File: config.mk
export PLATFORM = sky130hd
export DESIGN_NAME = led_flow_scheduler
export DESIGN_NICKNAME = d
export VERILOG_FILES = /design/src/rtl/led_flow_pkg.sv /design/src/rtl/led_flow_tick_gen.sv /design/src/rtl/led_flow_scheduler.sv
export SDC_FILE = /design/constraint.sdc
export NUM_CORES = 1
export LEC_CHECK = 0
export ABC_AREA = 1
export BUFFER_PORTS_ARGS = -buffer_cell sky130_fd_sc_hd__buf_4
export CAP_MARGIN = 20
export CORE_MARGIN = 3
export CORE_UTILIZATION = 45
export DETAILED_ROUTE_END_ITERATION = 6
export PLACE_DENSITY = 0.63
export SYNTH_ARGS = -nofsm -noshare
export SYNTH_HDL_FRONTEND = slang
export SYNTH_SLANG_ARGS = --single-unit
File: constraint.sdc
create_clock -name clk -period 2.45 [get_ports clk]
set_input_delay 0.735 -clock clk [delete_from_list [all_inputs] [get_ports clk]]
set_output_delay 0.735 -clock clk [all_outputs]
set_load 0.01 [all_outputs]
File: src/rtl/led_flow_pkg.sv
// Shared types and constants for the flowing-light scheduler.
package led_flow_pkg;

  typedef enum logic [1:0] {IDLE, RUN, PAUSE} state_e;
  typedef enum logic [1:0] {ROT_R, ROT_L, BOUNCE, BLINK} mode_e;

  localparam logic [15:0] SEED_R   = 16'h8000;
  localparam logic [15:0] SEED_L   = 16'h0001;
  localparam logic [15:0] BLINK_ON = 16'hFFFF;

  function automatic logic [15:0] seed_of(mode_e m);
    case (m)
      ROT_L:   return SEED_L;
      BLINK:   return BLINK_ON;
      default: return SEED_R;
    endcase
  endfunction

endpackage

File: src/rtl/led_flow_tick_gen.sv
// Step prescaler: counts while enabled and fires a one-cycle tick at
// (TICK_DIV >> speed) - 1. The limit is combinational so speed changes apply at once.
module led_flow_tick_gen #(
  parameter int TICK_DIV = 100_000_000
) (
  input  logic       clk,
  input  logic       rst,
  input  logic       en,
  input  logic       clr,
  input  logic [1:0] speed,
  output logic       tick
);
  localparam int CW = $clog2(TICK_DIV + 1);

  logic [CW-1:0] cnt;
  logic [31:0]   limit;

  assign limit = (32'(TICK_DIV) >> speed) - 32'd1;
  // >= rather than == so a lowered limit below cnt still fires next edge
  assign tick  = en && ({{(32-CW){1'b0}}, cnt} >= limit);

  always_ff @(posedge clk) begin
    if (!rst)      cnt <= '0;
    else if (clr)  cnt <= '0;
    else if (tick) cnt <= '0;
    else if (en)   cnt <= cnt + CW'(1);
  end

endmodule

File: src/rtl/led_flow_scheduler.sv
// 16-LED flowing-light sequencer: IDLE/RUN/PAUSE control, pattern register, mode tracking.
// LED_FLOW_BOUNCE_EN enables the bounce pattern for mode 2; otherwise mode 2 rotates right.
import led_flow_pkg::*;

module led_flow_scheduler #(
  parameter int TICK_DIV = 100_000_000
) (
  input  logic        clk,
  input  logic        rst,
  input  logic        start,
  input  logic        pause,
  input  logic        stop,
  input  logic [1:0]  mode,
  input  logic [1:0]  speed,
  output logic [15:0] led,
  output logic        busy
);
  state_e      state, state_nx;
  mode_e       mode_q, mode_nx, mode_in;
  logic [15:0] led_nx;
  logic        mchg, en, clr, tick, load, step;
`ifdef LED_FLOW_BOUNCE_EN
  logic        dir, dir_nx;   // 0 = moving right, 1 = moving left
`endif

  assign mode_in = mode_e'(mode);
  assign mchg    = (mode_in != mode_q);
  assign busy    = (state != IDLE);

  // counting is suppressed on any edge that stops, pauses or reloads
  assign en  = (state == RUN) && !stop && !pause && !mchg;
  assign clr = stop || ((state == IDLE) && start) || ((state != IDLE) && mchg);

  led_flow_tick_gen #(.TICK_DIV(TICK_DIV)) u_tick (
    .clk   (clk),
    .rst   (rst),
    .en    (en),
    .clr   (clr),
    .speed (speed),
    .tick  (tick)
  );

  always_comb begin
    state_nx = state;
    load     = 1'b0;
    step     = 1'b0;
    if (stop) begin
      state_nx = IDLE;
    end else begin
      case (state)
        IDLE:
          if (start) begin
            state_nx = RUN;
            load     = 1'b1;
          end
        RUN:
          if (mchg) begin
            load = 1'b1;
            if (pause) state_nx = PAUSE;
          end else if (pause) begin
            state_nx = PAUSE;
          end else begin
            step = tick;
          end
        PAUSE:
          if (mchg) begin
            load = 1'b1;
            if (start) state_nx = RUN;
          end else if (start) begin
            state_nx = RUN;
          end
        default: state_nx = IDLE;
      endcase
    end
  end

  always_comb begin
    led_nx  = led;
    mode_nx = mode_q;
`ifdef LED_FLOW_BOUNCE_EN
    dir_nx  = dir;
`endif
    if (stop) begin
      led_nx = '0;
    end else if (load) begin
      led_nx  = seed_of(mode_in);
      mode_nx = mode_in;
`ifdef LED_FLOW_BOUNCE_EN
      dir_nx  = 1'b0;
`endif
    end else if (step) begin
      case (mode_q)
        ROT_L: led_nx = {led[14:0], led[15]};
        BLINK: led_nx = ~led;
`ifdef LED_FLOW_BOUNCE_EN
        BOUNCE:
          if (dir) begin
            led_nx = led << 1;
            if (led_nx == SEED_R) dir_nx = 1'b0;
          end else begin
            led_nx = led >> 1;
            if (led_nx == SEED_L) dir_nx = 1'b1;
          end
`endif
        default: led_nx = {led[0], led[15:1]};
      endcase
    end
  end

  always_ff @(posedge clk) begin
    if (!rst) begin
      state  <= IDLE;
      led    <= '0;
      mode_q <= ROT_R;
`ifdef LED_FLOW_BOUNCE_EN
      dir    <= 1'b0;
`endif
    end else begin
      state  <= state_nx;
      led    <= led_nx;
      mode_q <= mode_nx;
`ifdef LED_FLOW_BOUNCE_EN
      dir    <= dir_nx;
`endif
    end
  end

endmodule

; Word-level counts from Yosys, hierarchy flattened
; Index checks and enable logic that the tools add are counted.
[totals]
ff_bits = 47
wordCells = 55
input_bits = 9
out_inout_bits = 17
[classes]
muxes = 15
n_bitwise = 3
eq_ne = 9
n_reduce_logical = 20
add_sub_neg = 2
shifts = 1
magnitude_cmp = 1
[ops]
columns = operator, count
row1 = 16-bit one-hot mux with 2 select lines, 2
row2 = 27-bit by 32-bit >= comparator with 1-bit output, 1
row3 = 16-bit two-way mux, 2
row4 = "27-bit by 2-bit >> shifter with 32-bit output, first input constant", 1
row5 = "32-bit by 1-bit subtractor with 32-bit output, second input constant", 1
row6 = "27-bit by 1-bit adder with 27-bit output, second input constant", 1
row7 = 16-bit inverter, 1
row8 = 1-bit two-way mux, 7
row9 = "2-bit by 1-bit equality test with 1-bit output, second input constant", 3
row10 = "2-bit equality test, second input constant", 3
row11 = 1-bit logical AND, 6
row12 = 2-bit OR reduction, 3
row13 = 2-bit two-way mux, 2
row14 = 2-bit one-hot mux with 2 select lines, 1
row15 = 2-bit AND reduction, 2
row16 = 2-bit nonzero test, 2
row17 = 1-bit zero test, 3
row18 = 3-bit OR reduction, 1
row19 = 2-bit zero test, 1
row20 = 1-bit logical OR, 2
row21 = "2-bit by 1-bit != test with 1-bit output, second input constant", 1
row22 = 2-bit != test, 1
row23 = "2-bit != test, second input constant", 1
row24 = 1-bit inverter, 2
row25 = 1-bit one-hot mux with 2 select lines, 1

; Logic depth before layout (Yosys ltp)
; Gate-level depths: netlist of the first run.
[depth]
word_depth = 11
depth_mapped = 17
ltp_nobuf = 16

; Cells and area by module
; From an unflattened synthesis of the first run, not the netlist that was laid out.
[unflattened]
cells_unflattened = 503
hier_area_um2 = 3408.3
[modules_own_cells]
columns = module, n_inst, area_per_inst_um2, seq_area_each_um2, cells_per_inst
row1 = led_flow_tick_gen, 1, 2018.2, 540.5, 292
row2 = led_flow_scheduler, 1, 1390.1, 400.4, 211

; Worst setup path before layout of the first run
; Ideal clock, no wire load.
[synth_path]
path_kind = input port to flip-flop
startpoint = input port speed[0]
endpoint = register u_tick.cnt[24]
setup_time_ns = 0.070
t_required_ns = 2.380
setup_slack_ns = 0.163
cell_stages = 13
arrival_ns = 2.217
cell_sequence = inv_1 -> nor2_1 -> inv_1 -> ha_1 -> a21o_1 -> a21oi_1 -> nand2_1 -> nor2_1 -> nand2_1 -> nand2_4 -> nand3_2 -> buf_2 -> a21oi_1
[synth_between]
elab_chain_len = 5
[synth_lines]
columns = item, line
row1 = "start, declared", led_flow_scheduler.sv:14  ; input logic [1:0] speed,
row2 = 27-bit by 2-bit >> shifter with 32-bit output, led_flow_tick_gen.sv:18  ; assign limit = (32'(TICK_DIV) >> speed) - 32'd1;
row3 = 32-bit by 1-bit subtractor with 32-bit output, led_flow_tick_gen.sv:18
row4 = 27-bit by 32-bit >= comparator with 1-bit output, led_flow_tick_gen.sv:20  ; assign tick = en && ({{(32-CW){1'b0}}, cnt} >= limit);
row5 = 1-bit logical AND, led_flow_tick_gen.sv:20
row6 = 3-bit OR reduction (no source line), n/a
row7 = "end signal, assigned", led_flow_tick_gen.sv:26  ; else if (en) cnt <= cnt + CW'(1);
row8 = "end, declared", led_flow_tick_gen.sv:15  ; logic [CW-1:0] cnt;
; Every way passes these cells.
; A chain may end at the register's enable or synchronous reset.

; Worst setup path in the final report of the first run
[layout_path]
startpoint = input port speed[0]
endpoint = register u_tick.cnt[2]
; Same word-level chain as after synthesis.

==> results of run 1 <==
==> area by class of cell <==
| class | count | area share |
|---|---|---|
| clock inverter | 1 | 0.00188 |
| sequential | 47 | 0.235 |
| timing repair buffer | 45 | 0.0972 |
| multi-input combinational | 420 | 0.547 |
| tap | 99 | 0.0309 |
| inverter | 67 | 0.0634 |
| clock buffer | 7 | 0.0241 |
==> how the worst max path moves through the flow <==
stage               startpoint                          end  depth (start not counted)
floorplan             speed[0]  u_tick.cnt[24]$_SDFFE_PP0P_                         13
global placement      speed[0]         led[10]$_SDFFE_PP0P_                         17
detailed placement    speed[0]          led[6]$_SDFFE_PP0P_                         17
CTS                   speed[0]          led[6]$_SDFFE_PP0P_                         17
global route          speed[0]  u_tick.cnt[15]$_SDFFE_PP0P_                         14
finish                speed[0]   u_tick.cnt[2]$_SDFFE_PP0P_                         14
==> power by group through the flow <==
stage | clock network (mW) | registers, mW | logic [mW]
2_1_floorplan | 0 | 0.820 | 0.180
3_3_place_gp | 0 | 0.818 | 0.259
3_5_place_dp | 0 | 0.819 | 0.264
4_1_cts | 0.543 | 0.801 | 0.266
5_1_grt | 0.567 | 0.805 | 0.326
6_report | 0.528 | 0.801 | 0.286
==> kinds of logic after synthesis <==
logic type / Yosys count
XOR/XNOR: 18
other: 2
adder cells (fa/ha/maj): 25
buffers and inverters: 81
AO/OA/AOI/OAI: 82
AND/OR/NAND/NOR: 292
flip-flops: 47
==> sequential cells by signal, indices dropped and copies added (netlist names) <==
signal      flops
state           2
led            16
mode_q          2
u_tick.cnt     27
==> repair_timing <==
| action | 4_1_cts | 5_1_grt |
|---|---|---|
| gates resized for setup | 0 | 10 |
| hold buffers | 0 | 0 |
| setup endpoints to repair | 0 | 35 |
| buffers inserted | 0 | 1 |
==> cell usage in the layout (no fill, tap or decap), types with 2 or more instances in the layout <==
cell,instances
nand3b_1,3
a21o_1,2
o21ai_1,10
clkbuf_16,2
xor2_1,13
nor2_2,7
inv_1,65
nand2_4,2
nor2_1,74
conb_1,3
o21ai_0,24
nand4_1,7
dfxtp_1,47
nand2_1,154
a21oi_1,42
nand2_2,5
nand3_1,15
nor3_1,16
clkbuf_8,7
xnor2_1,5
buf_4,41
ha_1,24
==> worst min-delay path: cells and delay by family (launching register included) <==
kind	cells	cell delay (ns)
AND/OR/NAND/NOR	1	0.07
AO/OA/AOI/OAI	1	0.06
flip-flops	1	0.34
==> per-stage QoR <==
| stage | instance area, um2 | hold WS (ns) | worst slack (ns) | TNS (ns) |
|---|---|---|---|---|
| detailed placement | 3790 | 0.490 | -0.227 | -5.55 |
| CTS | 3900 | 0.506 | 0.0935 | 0 |
| finish | 4000 | 0.501 | 0.127 | 0 |
| global route | 4000 | 0.528 | -0.00339 | -0.00831 |
| global placement | 3790 | 0.485 | -0.133 | -3.83 |
| floorplan | 3420 | 0.458 | 0.163 | 0 |
==> per-layer routing <==
layer / part of all wire / vias up / wire length, um / global-route usage
li1: - / 1805 / - / -
met1: 0.51 / 1556 / 4380 / 0.285
met2: 0.43 / 71 / 3670 / 0.317
met3: 0.046 / 9 / 390 / 0.0257
met4: 0.011 / 0 / 94 / 0.0440
met5: 0 / - / 0 / 0
==> metrics, run 1 <==
Hold Path Stages 2; core area 7330 um2; CP top delay family simple AND/OR/NAND/NOR gates; initial detailed-routing violation count 243; Final #Nets 620; HP Start u_tick.cnt[3]$_SDFFE_PP0P_; Clock Path Buffers 2; global route overflow 0; number of synthesized flops with an enable pin 0; Pre-Repair DR Iteration Count 5; simple-gate share of the synthesized area 0.362; Worst Max-Slew Pin Slew 0.509 ns; xor and xnor fraction of the mapped netlist area 0.0461; Main synth FF type dfxtp_1; worst r2r dst u_tick.cnt[2]$_SDFFE_PP0P_; worst skew pair latency 0.30 ns; Slowest-stage cell, CP ha_1; vias in the first global route 3098; CP cell instances buf_4, inv_1, nor2_2, inv_1, ha_1, a21o_1, a21oi_1, nand2_1, nor2_2, nand2_2, nand2_4, nand3_4, buf_12, nor3_1; Reg area 941 um2; Pwr Total 1.61 mW; status complete, no violations; clock power share 0.327; Sw Pwr 459 uW; die height 93.2 um; P per Cell Area 403 nW/um2; async set or reset register ratio after synthesis 0; via count of the routed design 3441; Die Area 8680 um2; largest net degree at the start of global routing 29; clk sinks 47; Max Clock Skew 0.00351 ns; WS Path Type input pin to register; maxcap violations 0; WL final 8530 um; Synth-to-Final Area Change 17.0%; # IOs 26; CP Launch Type input pin; Synth Cell Area 3420 um2; f_max 0.431 GHz; Worst R2R Path Depth 13; leakage 1.71 nW; Synth area leader dfxtp_1; filler cell count in the final layout 747; CTS tree done; WHS Endpoint u_tick.cnt[3]$_SDFFE_PP0P_; cts bufs inserted 5; flop2flop setup slack 0.38 ns; internal power 1.16 mW; sequential share of the synthesized area 0.275; CP required 2.68 ns; CTS Root Cell clkbuf_8; layout cell share with drive strength beyond 1 0.128; WP buf/inv 4; Synth top area share 0.275; Reg2Reg Launch Point u_tick.cnt[15]$_SDFFE_PP0P_; first-pass GRT wire length 14100 um; largest family of logic cells by synthesized area simple AND/OR/NAND/NOR gates; Die Wd 93.2 um; critical path arrival 2.55 ns; sequential share of power 0.496; minimum clock period 2.32 ns; mean area per synthesized cell 6.25 um2; Max Slew Vio Count 0; placed cells 675; port buffer count 25; Warnings, synthesis 0; starting density of the core 0.467; multiplexer share of the synthesized area 0; Sw Ratio 0.284; Final period util 0.948; Finished Layout Cells 686; worst vdd ir 0.183 mV; largest cells by area after synthesis dfxtp_1 28%, nand2_1 17%, ha_1 9.1%; CP endpoint kind register; Residual DRC 0; Crit path largest cell delay 0.28 ns; most common library cells after synthesis 156 x nand2_1, 78 x nor2_1, 65 x inv_1; final hold viol count 0; Avg WL per Cell 12.4 um; HP Class register to register; number of core rows 31; post-synthesis sequential element count 47; GRT Total Usage 0.199; Critical Path Fanout Max 5; Detailed Place HPWL 6350 um; Final Util 0.546; Synth Instances 547; Setup violations, final 0; ant diodes 0; Multi-input gate area 2190 um2; Post-Synth Adder-Cell Area 0.0914; clk slew on worst S/H paths 0.09 ns; initial antenna violation count 0; post-route ant nets 0; Synth cell types 35; Comb pwr share 0.177; post-synthesis compound-gate area fraction 0.125; most frequent cell after synthesis nand2_1; drt via density 5.02; H-tree depth 2; relative slew slack 0.660; routability congestion estimate 0.892
Note: power is estimated with default switching activity, not from simulation.
==> inputs of run 2 (changes only) <==
--- a/config.mk
+++ b/config.mk
@@ -12,6 +12,7 @@
 export CORE_UTILIZATION = 45
 export DETAILED_ROUTE_END_ITERATION = 6
 export PLACE_DENSITY = 0.63
+export REMOVE_ABC_BUFFERS = 1
 export SYNTH_ARGS = -nofsm -noshare
 export SYNTH_HDL_FRONTEND = slang
 export SYNTH_SLANG_ARGS = --single-unit
==> run 2 against run 1 <==
  * Total power increased by 1.3%
  * Combinational power decreased by 2%
  * Clock-buffer cell count decreased by 1
  * First-iteration DRC count increased by 0.82%
  * Setup slack improved by 0.0016 ns
  * Largest cell class unchanged
==> metrics, run 2 (synthesis gave the netlist of run 1 again) <==
post-route ant nets 0 (unchanged); Synth-to-Final Area Change 15.7%; Pre-Repair DR Iteration Count 4 (-1); routability congestion estimate 0.951 (+6.6%); f_max 0.431 GHz (about the same); initial detailed-routing violation count 245 (+0.82%); drt via density 4.99 (-0.58%); WL final 8460 um (-0.82%); CTS Root Cell clkbuf_8; Largest register FFs 27 (unchanged); GRT Total Usage 0.194 (-0.00451); Final #Nets 617 (-0.48%); Finished Layout Cells 682 (-0.58%); clk slew on worst S/H paths 0.08 ns (about the same); CP required 2.68 ns (about the same); Die Area 8680 um2 (unchanged); flop2flop setup slack 0.42 ns (+0.04 ns); worst setup path endpoint u_tick.cnt[8]$_SDFFE_PP0P_; Worst R2R Path Depth 11 (-2); die height 93.2 um (unchanged); first-pass GRT wire length 13800 um (-2.4%); Setup TNS Final 0 ns (unchanged); most common cell after layout, fill and taps aside nand2_1; core area 7330 um2 (unchanged); most frequent cells in the layout 155 x nand2_1, 75 x nor2_1, 65 x inv_1; relative slew slack 0.600 (-0.0602); Die Wd 93.2 um (unchanged); ant diodes 0 (unchanged); H-tree depth 2 (unchanged); CP endpoint kind register; Detailed Place HPWL 6140 um (-3.4%); port buffer count 25 (unchanged); layout cell share with drive strength beyond 1 0.115 (-0.0128); WS Path Type input pin to register; Worst Max-Slew Pin Slew 0.598 ns (+0.0886 ns); leakage 1.70 nW (-0.92%); number of core rows 31 (unchanged); starting density of the core 0.467 (unchanged); Setup violations, final 0 (unchanged); CP Launch Type input pin; maxcap violations 0 (unchanged); HP Class register to register; worst r2r dst u_tick.cnt[8]$_SDFFE_PP0P_; Clock Path Buffers 2 (unchanged); global route overflow 0 (unchanged); largest net degree at the start of global routing 29 (unchanged); via count of the routed design 3401 (-1.2%); Max Clock Skew 0.00524 ns (+0.00173 ns); final hold viol count 0 (unchanged); status complete, no violations; CTS tree done; P per Cell Area 413 nW/um2 (+2.4%); Largest Register u_tick.cnt; Avg WL per Cell 12.4 um (-0.24%); placed cells 672 (-0.44%); worst skew pair latency 0.30 ns (about the same); clk sinks 47 (unchanged); critical path arrival 2.55 ns (about the same); Reg2Reg Launch Point u_tick.cnt[17]$_SDFFE_PP0P_; vias in the first global route 3034 (-2.1%); Regs by FF count u_tick.cnt (27), led (16); Crit. Startpoint speed[0]; cts bufs inserted 5 (unchanged); initial antenna violation count 0 (unchanged); Max Slew Vio Count 0 (unchanged); Pwr Total 1.64 mW (+1.3%); RSZ-0062 raised after global routing no; Final period util 0.947 (about the same); # IOs 26 (unchanged); Residual DRC 0 (unchanged); Critical Path Fanout Max 13 (+8); minimum clock period 2.32 ns (-0.00161 ns); worst vdd ir 0.226 mV (+24%)
-- run 2: worst min path at each step --
stage,from,end,slack (ns),cells past startpoint
6_report,u_tick.cnt[1]$_SDFFE_PP0P_,u_tick.cnt[1]$_SDFFE_PP0P_,0.50,2
5_1_grt,u_tick.cnt[25]$_SDFFE_PP0P_,u_tick.cnt[25]$_SDFFE_PP0P_,0.53,2
4_1_cts,u_tick.cnt[1]$_SDFFE_PP0P_,u_tick.cnt[1]$_SDFFE_PP0P_,0.51,2
3_5_place_dp,u_tick.cnt[1]$_SDFFE_PP0P_,u_tick.cnt[1]$_SDFFE_PP0P_,0.49,2
3_3_place_gp,u_tick.cnt[3]$_SDFFE_PP0P_,u_tick.cnt[3]$_SDFFE_PP0P_,0.48,2
2_1_floorplan,u_tick.cnt[25]$_SDFFE_PP0P_,u_tick.cnt[25]$_SDFFE_PP0P_,0.46,2
-- run 2: what timing repair did --
action	in CTS	in global routing
hold buffers	0	0
setup endpoints to repair	0	22
setup buffers	0	1
gates resized for setup	0	6
-- run 2: cell type report --
type / instances / area (um2)
timing repair buffer: 42 / 363
tap: 99 / 124
fill: 772 / 3370
inverter: 67 / 254
clock buffer: 6 / 72.6
sequential: 47 / 941
multi-input combinational: 420 / 2170
clock inverter: 1 / 30.0
-- run 2: stage by stage --
stage	hold WS [ns]	utilization	cell area, um2	setup slack (ns)
2_1_floorplan	0.458	-	3340	0.0668
3_3_place_gp	0.485	0.515	3770	-0.161
3_5_place_dp	0.492	0.515	3770	-0.200
4_1_cts	0.505	0.529	3870	0.121
5_1_grt	0.528	0.540	3960	0.00872
6_report	0.496	0.540	3960	0.129
-- run 2: per-layer routing --
layer | part of all wire | up-vias | global-route usage
met5 | 0 | - | 0
met4 | 0.0065 | 0 | 0.0464
met3 | 0.057 | 4 | 0.0322
met2 | 0.43 | 72 | 0.298
met1 | 0.50 | 1510 | 0.283
li1 | - | 1815 | -
-- run 2: power by group --
group / leakage [nW] / internal (mW) / switching [mW]
Sequential: 0.380 / 0.780 / 0.0207
Clock: 0.0513 / 0.299 / 0.254
Combinational: 1.26 / 0.115 / 0.165
-- run 2: critical path, cell delays in order --
cell       delay, ns
buf_4           0.11
inv_1           0.06
nor2_2          0.10
inv_1           0.05
ha_1            0.29
a21o_1          0.16
a21oi_1         0.14
nand2_1         0.07
nor2_1          0.13
nand2_2         0.10
nand2_4         0.14
nand3_4         0.13
clkbuf_16       0.23
a21oi_1         0.11
